==> src/rtl/remote_send.sv <==
// remote_send -- NEC infrared transmitter.
//
// On send_req this block transmits one full NEC data frame. The frame is a lead
// burst, a lead space, the 32 bits {~cmd, cmd, ~addr, addr} sent LSB first, a stop
// burst and a trailing gap. On repeat_req it transmits the NEC repeat code instead:
// a lead burst, a short lead space, a stop burst and the gap. Every phase lasts a
// whole number of NEC units of TICK_CYC clocks.
//
// Build option:
//   NEC_CARRIER_EN  undefined : ir_out is the envelope (1 = idle/space, 0 = mark).
//                   defined   : ir_out is the active-high LED drive. During marks it
//                               carries a CARRIER_DIV-cycle carrier that is high for
//                               the first CARRIER_DIV/3 cycles of each period.
//                               Otherwise it is 0.
//
// Ports:
//   sys_clk     in   system clock
//   sys_rst_n   in   asynchronous active-low reset
//   send_req    in   one-cycle pulse, start a data frame (wins over repeat_req)
//   repeat_req  in   one-cycle pulse, start a repeat code
//   addr, cmd   in   address / command bytes, captured when a request is accepted
//   busy        out  high from acceptance until the end of the gap
//   done        out  one-cycle pulse on the edge where busy falls
//   ir_out      out  envelope or LED drive (see build option)
module remote_send #(
    parameter int unsigned TICK_CYC    = 28125,
    parameter int unsigned GAP_TICKS   = 72,
    parameter int unsigned CARRIER_DIV = 1316
) (
    input  logic       sys_clk,
    input  logic       sys_rst_n,
    input  logic       send_req,
    input  logic       repeat_req,
    input  logic [7:0] addr,
    input  logic [7:0] cmd,
    output logic       busy,
    output logic       done,
    output logic       ir_out
);

    localparam int unsigned PRESC_W   = $clog2(TICK_CYC);
    localparam int unsigned MAX_UNITS = (GAP_TICKS > 16) ? GAP_TICKS : 16;
    localparam int unsigned UNIT_W    = $clog2(MAX_UNITS + 1);

    typedef enum logic [2:0] {
        IDLE,
        LEAD_MARK,
        LEAD_SPACE,
        BIT_MARK,
        BIT_SPACE,
        STOP_MARK,
        GAP
    } state_t;

    state_t              state, state_nxt;
    logic [PRESC_W-1:0]  presc;
    logic [UNIT_W-1:0]   units;
    logic [UNIT_W-1:0]   phase_len;
    logic [31:0]         shreg;
    logic [5:0]          bit_idx;
    logic                is_rep;
    logic                tick_end;
    logic                phase_end;
    logic                accept;
    logic                mark_nxt;
    logic                ir_q;

    always_comb begin
        phase_len = '0;
        case (state)
            LEAD_MARK:  phase_len = UNIT_W'(16);
            LEAD_SPACE: phase_len = is_rep ? UNIT_W'(4) : UNIT_W'(8);
            BIT_MARK:   phase_len = UNIT_W'(1);
            BIT_SPACE:  phase_len = shreg[0] ? UNIT_W'(3) : UNIT_W'(1);
            STOP_MARK:  phase_len = UNIT_W'(1);
            GAP:        phase_len = UNIT_W'(GAP_TICKS);
            default:    phase_len = '0;
        endcase

        tick_end  = (presc == PRESC_W'(TICK_CYC - 1));
        phase_end = (state != IDLE) && tick_end && (units == phase_len - 1'b1);
        accept    = (state == IDLE) && (send_req || repeat_req);

        state_nxt = state;
        case (state)
            IDLE:       if (accept)    state_nxt = LEAD_MARK;
            LEAD_MARK:  if (phase_end) state_nxt = LEAD_SPACE;
            LEAD_SPACE: if (phase_end) state_nxt = is_rep ? STOP_MARK : BIT_MARK;
            BIT_MARK:   if (phase_end) state_nxt = BIT_SPACE;
            BIT_SPACE:  if (phase_end) state_nxt = (bit_idx == 6'd31) ? STOP_MARK : BIT_MARK;
            STOP_MARK:  if (phase_end) state_nxt = GAP;
            GAP:        if (phase_end) state_nxt = IDLE;
            default:                   state_nxt = IDLE;
        endcase

        mark_nxt = (state_nxt == LEAD_MARK) || (state_nxt == BIT_MARK) ||
                   (state_nxt == STOP_MARK);
    end

    always_ff @(posedge sys_clk or negedge sys_rst_n) begin
        if (!sys_rst_n) state <= IDLE;
        else            state <= state_nxt;
    end

    // busy decodes the state register directly, so it falls on the exit edge of GAP.
    // A request on that same edge is still refused.
    assign busy = (state != IDLE);

    always_ff @(posedge sys_clk or negedge sys_rst_n) begin
        if (!sys_rst_n) begin
            presc   <= '0;
            units   <= '0;
            shreg   <= '0;
            bit_idx <= '0;
            is_rep  <= 1'b0;
            done    <= 1'b0;
        end else begin
            done <= (state == GAP) && phase_end;

            // Both counters restart at every phase boundary, so each phase is exactly
            // phase_len * TICK_CYC clocks long.
            if (state_nxt != state) begin
                presc <= '0;
                units <= '0;
            end else if (state != IDLE) begin
                if (tick_end) begin
                    presc <= '0;
                    units <= units + 1'b1;
                end else begin
                    presc <= presc + 1'b1;
                end
            end

            if (accept) begin
                shreg   <= {~cmd, cmd, ~addr, addr};
                is_rep  <= !send_req;
                bit_idx <= '0;
            end else if ((state == BIT_SPACE) && phase_end) begin
                shreg   <= shreg >> 1;
                bit_idx <= bit_idx + 1'b1;
            end
        end
    end

`ifdef NEC_CARRIER_EN
    localparam int unsigned CAR_W = $clog2(CARRIER_DIV);

    logic [CAR_W-1:0] car_cnt, car_nxt;

    // The carrier counter restarts on entry to each mark, so every burst begins with a
    // full high portion of the carrier.
    always_comb begin
        car_nxt = '0;
        if (mark_nxt && (state_nxt == state))
            car_nxt = (car_cnt == CAR_W'(CARRIER_DIV - 1)) ? '0 : car_cnt + 1'b1;
    end

    always_ff @(posedge sys_clk or negedge sys_rst_n) begin
        if (!sys_rst_n) begin
            car_cnt <= '0;
            ir_q    <= 1'b0;
        end else begin
            car_cnt <= car_nxt;
            ir_q    <= mark_nxt && (car_nxt < CAR_W'(CARRIER_DIV / 3));
        end
    end
`else
    always_ff @(posedge sys_clk or negedge sys_rst_n) begin
        if (!sys_rst_n) ir_q <= 1'b1;
        else            ir_q <= ~mark_nxt;
    end
`endif

    assign ir_out = ir_q;

endmodule
==> config.mk <==
export PLATFORM = sky130hd
export DESIGN_NAME = remote_send
export DESIGN_NICKNAME = d
export VERILOG_FILES = /design/src/rtl/remote_send.sv
export SDC_FILE = /design/constraint.sdc
export NUM_CORES = 1
export LEC_CHECK = 0
export BUFFER_PORTS_ARGS = -buffer_cell sky130_fd_sc_hd__buf_2
export CAP_MARGIN = 40
export CORE_AREA = 5 5 101 103
export DETAILED_ROUTE_END_ITERATION = 8
export DIE_AREA = 0 0 106 108
export PLACE_DENSITY_LB_ADDON = 0.12
export REMOVE_ABC_BUFFERS = 1
export SLEW_MARGIN = 20
export SYNTH_ARGS = -nofsm -noshare
export SYNTH_HDL_FRONTEND = slang
export SYNTH_SLANG_ARGS = --single-unit
export TNS_END_PERCENT = 5
==> constraint.sdc <==
create_clock -name sys_clk -period 3.48 [get_ports sys_clk]
set_input_delay 0.348 -clock sys_clk [delete_from_list [all_inputs] [get_ports sys_clk]]
set_output_delay 0.348 -clock sys_clk [all_outputs]
set_load 0.005 [all_outputs]
==> summary.md <==
| Metric | Value |
|---|---|
| Avg Synthesized Cell Area | 9.77 sq um |
| Ys flop type | dfrtp_1 |
| DRT Pass-1 Iters | 4 |
| Grt ovf | 0 |
| Vias | 2,736 |
| Fin area | 0.00408 sq mm |
| Mapped Area | 0.00356 sq mm |
| Pwr dens | 380 mW/mm^2 |
| Clock-pin transition on the worst setup and hold timing paths | 0.09 ns |
| EDFF count, synth | 0 |
| Tmin final | 2.91 ns |
| Final wirelength | 7590 um |
| Mapped Cells | 365 |
| Initial Util | 39.1% |
| Leakage | 1.97 nW |
| Final TNS setup | 0 ns |
| Top Ports | 23 |
| Port Buffers | 22 |
| Hold Path Class | input pin to register |
| Routed Antenna Nets | 0 |
| Outcome | completed |
| Clock sink count | 66 |
| Worst slew pin tran | 0.651 ns |
| Seq/Total Area, Yosys | 46.4% |
| Final setup fails | 0 |
| Core ar. | 0.00911 sq mm |
| Final period utilization | 83.8% |
| Root buf cell | clkbuf_8 |
| Peak Freq | 343 MHz |
| Clk Latency, worst-skew pair | 0.35 ns |
| Final hold violations | 0 |
| CTS Buffer Depth | 2 |
| Drt via density | 5.38 |
| Critical path class | register to register |
| Synth cell count leaders | dfrtp_1 (65), nor2_1 (52), mux2i_1 (51), a21oi_1 (33), nand2_1 (20) |
| Area Overhead vs Synth | 14.5% |
| Required @ worst endpoint | 3.69 ns |
| Iteration-0 DRC Markers | 94 |
| Die ar. | 0.0114 sq mm |
| Residual DRC count | 0 |
| Yosys warns | 0 |
| Antenna fix cells | 0 |
| Final GP Congestion | 0.876 |
| Synth unique cells | 49 |
| DP Area | 0.00382 sq mm |
| Gr usage total | 14.7% |
| VDD IR max | 232 uV |
| Crit end category | register |
| Pwr Total | 1.55 mW |
| Initial antenna violation count | 0 |
| MaxCap Viol Count | 0 |
| Dominant cells by area after synthesis | dfrtp_1 (46%), mux2i_1 (14%), nor2_1 (5.5%) |
| Crit Path Max Fanout | 26 |
| Largest net degree at the start of global routing | 33 |
| Vias in the first global route | 2,704 |
| Post-synth top area cell | dfrtp_1 |
| Die Width | 106 um |
| Share of post-route cells with drive strength above 1 | 14.8% |
| CTS tree | built |
| Slew margin rel. | 56.4% |
| Worst Slack Setup Final | 0.565 ns |
| Die Span Y | 108 um |
| Startpoint types | register |
| Most frequent cell after synthesis | dfrtp_1 |
| CP arrival | 3.13 ns |
| DR WL/cell | 14.9 um |
| FF+latch count, synth | 66 |
| RSZ-0062 raised after global routing | false |
| Async SR Flop Fraction | 100% |
| Final HPWL DP | 5200 um |
| DP Worst Slack | 0.586 ns |
| Post-cts resize count | 0 |
| Fin Clk Skew | 0.0167 ns |
| Final Max Slew Viols | 0 |
| First-pass GRT wire length | 13,300 um |
| CTS Buf Count | 9 |
| Row cnt | 35 |
| Worst hold slack | 0.179 ns |
| Synth top area share | 45.6% |
| Nets | 418 |
| # fillers | 893 |
| H-tree depth | 3 |
## cells in the final DEF (no fill, tap or decap), drive strengths merged, types with 2 or more instances in the layout
cell and instances:
nand3 10, nor2 52, nand3b 3, o211ai 2
or4 3, clkinv 4, xnor2 10, a21oi 33
ha 5, or3 2, nand2b 2, nor3b 2
mux2i 51, inv 6, nor2b 4, bufinv 2
xor2 10, dfrtp 65, and3 2, nand4 6
buf 36, clkbuf 10, nand2 20, nor4 4
o31ai 4, or2 2, a22oi 3, o21ai 11
nor3 16
## worst max-delay path, cell delays in order (launching register included)
cell and delay, ns:
dfrtp_1 0.59, nor3b_1 0.37, nand2_1 0.10, ha_1 0.26
and3b_1 0.19, a32oi_1 0.16, o211ai_1 0.15, nand4_2 0.21
buf_4 0.42, mux2i_1 0.24, a21oi_1 0.08
## sequential cells by signal, summed over array words and instances, names as in the netlist
signal / flops
shreg: 32
is_rep: 1
presc: 15
done: 1
units: 7
bit_idx: 6
state: 3
ir_out: 1
## layout make-up
class | count | area [sq um] | share of cell area, %
multi-input cells | 272 | 1800 | 44.1
flip-flops and latches | 66 | 1650 | 40.5
repair buffers | 37 | 238 | 5.82
well taps | 111 | 139 | 3.40
clock buffers | 10 | 138 | 3.37
clock inverters | 6 | 90.1 | 2.21
inverters | 7 | 26.3 | 0.644
## per-layer routing
layer  vias up  wire (um)  GRT usage [%]
li1       1356          -              -
met1      1319       3780           20.2
met2        49       3430           22.4
met3        12        228           3.04
met4         0        153           6.48
met5         -          0              0
## kinds of logic (layout without fill, tap and decap cells)
group	after synthesis	count (layout)	synth area share, %
AOI/OAI and AO/OA	63	63	10.5
xor gates and xnor gates	20	20	4.91
adders and majority gates	5	5	1.76
buffers and inverters	27	60	3.47
DFF	66	66	46.4
muxes	51	51	14.3
and+or+nand+nor	133	133	18.7
## path summary, 6_finish.rpt
kind	start	to	slack, ns	cells past startpoint
setup / recovery	state[2]	shreg[17]	0.57	10
hold / removal	cmd[4]	shreg[28]	0.18	2
setup reg to reg	state[2]	shreg[17]	0.57	10
hold reg to reg	shreg[31]	shreg[31]	0.51	1
max in group asynchronous	sys_rst_n	shreg[26]	2.29	4
min in group asynchronous	sys_rst_n	presc[3]	0.35	2
## power breakdown
group / total, mW / switching [mW] / internal, mW / leakage, nW
registers: 0.773 / 0.00313 / 0.770 / 0.730
logic: 0.0409 / 0.0255 / 0.0154 / 1.12
clock network: 0.738 / 0.314 / 0.424 / 0.112
## metrics by stage
step / cells / util [%]
2_1_floorplan: 345 / -
3_3_place_gp: 491 / 42.0
4_1_cts: 507 / 44.5
5_1_grt: 509 / 44.8
3_5_place_dp: 491 / 42.0
6_report: 509 / 44.8
## timing repair
action                                 in CTS  in global routing
endpoints found under the hold margin       0                  5
hold buffers                                0                  1
buffers inserted                            0                  0
No activity file was read; power rests on OpenSTA's default activity.
